[config.mk]
export PLATFORM = sky130hd
export DESIGN_NAME = stream_demux2_1
export DESIGN_NICKNAME = d
export VERILOG_FILES = /design/src/rtl/mm_stream_pkg.sv /design/src/rtl/lane_out_reg.sv /design/src/rtl/stream_demux2_1.sv
export SDC_FILE = /design/constraint.sdc
export NUM_CORES = 1
export LEC_CHECK = 0
export ABC_AREA = 1
export CORE_AREA = 2 2 121 123
export DETAILED_ROUTE_END_ITERATION = 16
export DIE_AREA = 0 0 123 125
export PLACE_DENSITY = 0.73
export SYNTH_ARGS = -nofsm -noshare
export SYNTH_HDL_FRONTEND = slang
export SYNTH_SLANG_ARGS = --single-unit
[constraint.sdc]
create_clock -name clk -period 1.34 [get_ports clk]
set_input_delay 0.268 -clock clk [delete_from_list [all_inputs] [get_ports clk]]
set_output_delay 0.268 -clock clk [all_outputs]
set_load 0.01 [all_outputs]
[src/rtl/mm_stream_pkg.sv]
// +-----------------------------------------------------------------------+
// | mm_stream_pkg : shared types and constants for the result-stream demux |
// | Rev 1.0                                                               |
// +-----------------------------------------------------------------------+
`default_nettype none

package mm_stream_pkg;

    typedef enum logic [1:0] {
        IDLE  = 2'd0,
        LANE0 = 2'd1,
        LANE1 = 2'd2
    } state_t;

    localparam logic LANE_0 = 1'b0;
    localparam logic LANE_1 = 1'b1;

    // Counter width for a modulo-n counter; never narrower than one bit.
    function automatic int cnt_width(input int n);
        return (n > 1) ? $clog2(n) : 1;
    endfunction

endpackage

`default_nettype wire

[src/rtl/lane_out_reg.sv]
// +-----------------------------------------------------------------------+
// | lane_out_reg : one-entry valid/data output register with load/drain    |
// | Rev 1.0                                                               |
// +-----------------------------------------------------------------------+
`default_nettype none

module lane_out_reg #(
    parameter int DATA_WIDTH = 64
) (
    input  logic                  clk,
    input  logic                  rst_n,
    input  logic                  load,
    input  logic [DATA_WIDTH-1:0] load_data,
    input  logic                  ready,
    output logic                  valid,
    output logic [DATA_WIDTH-1:0] data
);

    // A load in the same cycle as a drain wins, keeping the entry full.
    always_ff @(posedge clk or negedge rst_n) begin
        if (!rst_n) begin
            valid <= 1'b0;
            data  <= '0;
        end else if (load) begin
            valid <= 1'b1;
            data  <= load_data;
        end else if (valid && ready) begin
            valid <= 1'b0;
        end
    end

endmodule

`default_nettype wire

[src/rtl/stream_demux2_1.sv]
// +-----------------------------------------------------------------------+
// | stream_demux2_1 : splits one stream into two lanes in alternating      |
// | fixed-length bursts, framed by start/done. Rev 1.0                     |
// +-----------------------------------------------------------------------+
`default_nettype none

module stream_demux2_1
    import mm_stream_pkg::*;
#(
    parameter int DATA_WIDTH = 64,
    parameter int BURST_LEN  = 4,
    parameter int PAIRS      = 2
) (
    input  logic                  clk,
    input  logic                  rst_n,
    input  logic                  start,
    input  logic                  s_valid,
    output logic                  s_ready,
    input  logic [DATA_WIDTH-1:0] s_data,
    output logic                  m0_valid,
    input  logic                  m0_ready,
    output logic [DATA_WIDTH-1:0] m0_data,
    output logic                  m1_valid,
    input  logic                  m1_ready,
    output logic [DATA_WIDTH-1:0] m1_data,
    output logic                  lane_sel,
    output logic                  busy,
    output logic                  done
);

    localparam int BCW = cnt_width(BURST_LEN);
    localparam int PCW = cnt_width(PAIRS);
    localparam logic [BCW-1:0] C_BEAT_LAST = BCW'(BURST_LEN - 1);
    localparam logic [PCW-1:0] C_PAIR_LAST = PCW'(PAIRS - 1);

    state_t         r_state;
    state_t         w_state_nxt;
    logic [BCW-1:0] r_beat_cnt;
    logic [BCW-1:0] w_beat_cnt_nxt;
    logic [PCW-1:0] r_pair_cnt;
    logic [PCW-1:0] w_pair_cnt_nxt;
    logic           r_done;
    logic           w_done_nxt;
    logic           w_load0;
    logic           w_load1;
    logic           w_beat_last;

    assign w_beat_last = (r_beat_cnt == C_BEAT_LAST);

    always_ff @(posedge clk or negedge rst_n) begin
        if (!rst_n) begin
            r_state    <= IDLE;
            r_beat_cnt <= '0;
            r_pair_cnt <= '0;
            r_done     <= 1'b0;
        end else begin
            r_state    <= w_state_nxt;
            r_beat_cnt <= w_beat_cnt_nxt;
            r_pair_cnt <= w_pair_cnt_nxt;
            r_done     <= w_done_nxt;
        end
    end

    // s_ready depends only on state and the active lane's register, never on s_valid.
    always_comb begin
        w_state_nxt    = r_state;
        w_beat_cnt_nxt = r_beat_cnt;
        w_pair_cnt_nxt = r_pair_cnt;
        w_done_nxt     = 1'b0;
        w_load0        = 1'b0;
        w_load1        = 1'b0;
        s_ready        = 1'b0;
        lane_sel       = LANE_0;
        busy           = 1'b0;

        case (r_state)
            IDLE: begin
                if (start) begin
                    w_state_nxt = LANE0;
                end
            end

            LANE0: begin
                busy    = 1'b1;
                s_ready = !m0_valid || m0_ready;
                if (s_valid && s_ready) begin
                    w_load0 = 1'b1;
                    if (w_beat_last) begin
                        w_beat_cnt_nxt = '0;
                        w_state_nxt    = LANE1;
                    end else begin
                        w_beat_cnt_nxt = r_beat_cnt + 1'b1;
                    end
                end
            end

            LANE1: begin
                busy     = 1'b1;
                lane_sel = LANE_1;
                s_ready  = !m1_valid || m1_ready;
                if (s_valid && s_ready) begin
                    w_load1 = 1'b1;
                    if (w_beat_last) begin
                        w_beat_cnt_nxt = '0;
                        if (r_pair_cnt == C_PAIR_LAST) begin
                            w_pair_cnt_nxt = '0;
                            w_state_nxt    = IDLE;
                            w_done_nxt     = 1'b1;
                        end else begin
                            w_pair_cnt_nxt = r_pair_cnt + 1'b1;
                            w_state_nxt    = LANE0;
                        end
                    end else begin
                        w_beat_cnt_nxt = r_beat_cnt + 1'b1;
                    end
                end
            end

            default: begin
                w_state_nxt = IDLE;
            end
        endcase
    end

    assign done = r_done;

    lane_out_reg #(
        .DATA_WIDTH (DATA_WIDTH)
    ) u_lane0 (
        .clk       (clk),
        .rst_n     (rst_n),
        .load      (w_load0),
        .load_data (s_data),
        .ready     (m0_ready),
        .valid     (m0_valid),
        .data      (m0_data)
    );

    lane_out_reg #(
        .DATA_WIDTH (DATA_WIDTH)
    ) u_lane1 (
        .clk       (clk),
        .rst_n     (rst_n),
        .load      (w_load1),
        .load_data (s_data),
        .ready     (m1_ready),
        .valid     (m1_valid),
        .data      (m1_data)
    );

endmodule

`default_nettype wire

==> impl_metrics.csv <==
group,metric,value,unit
status,status,"complete, but fails checks",
status,violations,"setup timing",
detailed_routing,wl_per_cell,17.4,um
cells_and_area,syn_to_final_growth,72.0,%
floorplanning,die_y,125,um
cells_and_area,fin_util,66.6,%
sta,worstMarginPinSlew,0.312,ns
power_and_ir_drop,peakVddDrop,1300,uV
global_route,grtUsageMet2,36.3,%
detailed_routing,route.vias.total,4821,
logic_synthesis,synth_top_area_share,61.9,%
setup_path,path_cells,"inv_2 > buf_6 > ha_4 > buf_4 > inv_2 > nor2_4 > buf_12 > inv_16 > buf_6 > buf_16 > nand2_2 > o21ai_2",
setup_path,cp_num_cells,12,
clock_tree,cts_tree,"built",
global_route,groute.usage.overall,22.0,%
clock_tree,cts_sinks,136,
setup_path,critPathRequiredTime,1.63,ns
logic_synthesis,synth_edf_count,0,
clock_tree,cts_made_buffers,17,
global_route,overflow,0,
cells_and_area,drive_gt1_share,40.2,%
placed_design,dp_hpwl,9560,um
floorplanning,die_x,123,um
floorplanning,ios,204,
logic_synthesis,syn-cell-area,5500,sq um
sta,clock_skew,0.00845,ns
sta,setup_viol_count_final,138,
setup_path,cp_top_family,"buffers and inverters",
logic_synthesis,ys_ff_latch,136,
global_route,antenna_found_initial,0,
detailed_routing,ant_nets,0,
power_and_ir_drop,combinationalPowerShare,45.3,%
sta,finalMaxSlewViolations,0,
logic_synthesis,yosys.area.top_type,"dfrtp_1",
global_route,grt_pass1_vias,4928,
clock_tree,clk_path_buf_depth,2,
detailed_routing,drtIter0Drc,282,
cells_and_area,register_area,3400,sq um
clock_tree,cts-root-buf,"clkbuf_16",
floorplanning,rows,44,
detailed_routing,wl,17600,um
power_and_ir_drop,power,22000,uW
setup_path,r2r_start,"r_state[0]",
clock_tree,clk_pin_slew,0.06,ns
setup_path,worstPathArrival,2.04,ns
sta,rsz0062_at_grt,"yes",
placed_design,place.gp.congestion,0.791,
global_route,grt_max_degree,48,
run,cap_viol_max_count,0,
logic_synthesis,yosys-top-cells-count,"nand2_1 (148), dfrtp_1 (136), inv_1 (72)",
setup_path,slowest_delay,0.42,ns
logic_synthesis,ys.warnings.count,0,
cells_and_area,n_antenna_cell,0,
logic_synthesis,synth_nets,616,
setup_path,path_buf_inv,8,
setup_path,path_max_fanout,11,
cells_and_area,final_nets,890,
power_and_ir_drop,leakage,0.00475,uW
sta,period_share,130,%
logic_synthesis,yosysSeqAreaShare,61.9,%
setup_path,worstSetupPathType,"flip-flop to flip-flop",
sta,period_minus_slack,1.74,ns
setup_path,crit_slowest_cell,"dfrtp_1",
setup_path,r2r_slack,-0.40,ns
power_and_ir_drop,switching_power,7840,uW
setup_path,timing.rr.end,"u_lane1.data[24]",
setup_path,cp-start-kind,"flip-flop",
logic_synthesis,netlist_instances,539,
sta,hold_viol_final,0,
global_route,grt_pass1_wl,26000,um
logic_synthesis,synth.most_common_cell,"nand2_1",
clock_tree,insertion_delay,0.41,ns
sta,slew_headroom,79.2,%
logic_synthesis,async_flop_share,100,%
detailed_routing,via_per_inst,4.77,
logic_synthesis,synth_cell_types,21,
cells_and_area,nFillCells,1042,
power_and_ir_drop,p_int,14200,uW
global_route,grtUsageMet1,27.5,%
cells_and_area,multiInputGateArea,1950,sq um
power_and_ir_drop,power_density,2320,nW/um^2
setup_path,cp-end-kind,"flip-flop",
floorplanning,start_util,38.7,%
setup_path,worstRegToRegCells,12,
sta,fmax,573,MHz
floorplanning,core-area,14200,sq um
worst_hold_path,hold_path.class,"input pin to asynchronous set/reset pin",
placed_design,port_buffers,203,
detailed_routing,drtPass1Iterations,5,
power_and_ir_drop,switching_share,35.6,%
clock_tree,htreeDepth,4,
global_route,gr-max-usage-layer,"met2",
logic_synthesis,synth-main-ff-cell,"dfrtp_1",
power_and_ir_drop,p_clk_share,21.8,%
logic_synthesis,synth.area.top_cells,"dfrtp_1 (62%), nand2_1 (10%), o21ai_2 (8.8%), o21ai_0 (5.2%), inv_1 (4.9%)",
global_route,use_met3,5.70,%
sta,fin_ws,-0.405,ns
detailed_routing,drc,0,
power_and_ir_drop,seqPwrFrac,32.8,%
floorplanning,dieArea,15400,sq um
logic_synthesis,synth.avg_cell_area,10.2,sq um
## registers in the layout, summed over array words and instances (netlist names)
name and flops:
u_lane0.valid 1, r_beat_cnt 2, u_lane1.data 64, u_lane0.data 64, u_lane1.valid 1, done 1
r_pair_cnt 1, r_state 2
## timing repair
item | 4_1_cts | 5_1_grt
cloned | 17 | 8
setup endpoints to repair | 265 | 213
setup buffers | 17 | 8
gates resized for setup | 447 | 116
pin swaps | 8 | 10
hold endpoints to repair | 25 | 0
hold buffers | 1 | 0
## cells by family after synthesis
logic type	Yosys count	share of synthesized area [%]
XOR/XNOR	1	0.159
flip-flops	136	61.9
AO/OA/AOI/OAI	130	15.6
adder cells (fa/ha/maj)	7	1.59
AND/OR/NAND/NOR	164	11.8
buffers and inverters	101	8.94
## cells in the final DEF, fill, tap and decap left out, types with 2 or more instances in the layout
| cell | instances |
|---|---|
| buf_12 | 12 |
| buf_16 | 17 |
| buf_2 | 10 |
| buf_4 | 24 |
| buf_6 | 18 |
| buf_8 | 4 |
| bufinv_16 | 3 |
| clkbuf_1 | 4 |
| clkbuf_16 | 23 |
| clkbuf_2 | 66 |
| clkbuf_8 | 4 |
| clkdlybuf4s15_1 | 49 |
| clkdlybuf4s15_2 | 6 |
| clkdlybuf4s50_1 | 68 |
| clkinv_2 | 2 |
| clkinvlp_4 | 2 |
| dfrtp_1 | 135 |
| ha_1 | 3 |
| ha_4 | 4 |
| inv_1 | 69 |
| inv_16 | 3 |
| inv_2 | 2 |
| nand2_1 | 93 |
| nand2_2 | 45 |
| nand2_4 | 12 |
| nand3_4 | 2 |
| nand4_1 | 4 |
| nor2_1 | 3 |
| nor2_4 | 2 |
| o21ai_0 | 9 |
| o21ai_1 | 53 |
| o21ai_2 | 65 |
## per-layer routing
layer | part of all wire [%] | up-vias
met2 | 51 | 179
met1 | 41 | 2345
met5 | 0 | -
li1 | - | 2264
met4 | 2.6 | 0
met3 | 5.6 | 33
## area by class of cell
type,count,area share [%]
multi-input combinational,302,20.6
clock buffer,25,5.24
timing repair inverter,2,0.423
clock inverter,7,1.22
timing repair buffer,281,31.0
inverter,73,3.09
tap,184,2.43
sequential,136,36.0
## worst register-to-register path, delay by kind of cell (launching register included)
kind / cells / cell delay (ns)
fa+ha+maj: 1 / 0.13
compound gates: 1 / 0.05
simple gates: 2 / 0.15
buf+inv: 8 / 0.88
flops: 1 / 0.42
## stage by stage
step                hold WS [ns]  instance area (sq um)  worst slack, ns  std cells  TNS [ns]
finish                     0.310                   9460           -0.405       1010    -35.90
global route               0.303                   9460           -0.492       1010    -44.07
CTS                        0.298                   9460           -0.408        995    -32.41
detailed placement         0.170                   7880           -0.462        928    -36.41
global placement           0.167                   7880           -0.478        928    -34.50
floorplan                -0.0276                   5530         -0.00155        539  -0.00912
## worst max-delay path by stage
stage,slack [ns],start,end
2_1_floorplan,-0.002,r_state[1],u_lane0.data[12]
3_3_place_gp,-0.48,m0_ready,s_ready
3_5_place_dp,-0.46,m0_ready,s_ready
4_1_cts,-0.41,r_state[0],s_ready
5_1_grt,-0.49,r_state[0],s_ready
6_report,-0.40,r_state[0],u_lane1.data[24]
## power by group through the flow
stage                     clock network [uW]  registers (uW)  logic (uW)
after global placement                     0            6990        8480
after global routing                    5090            7430       10800
after detailed placement                   0            7070        8690
after CTS                               4850            7220        9540
after floorplan                            0            7820        2970
final                                   4800            7220        9970
No activity file was read; power rests on OpenSTA's default activity.
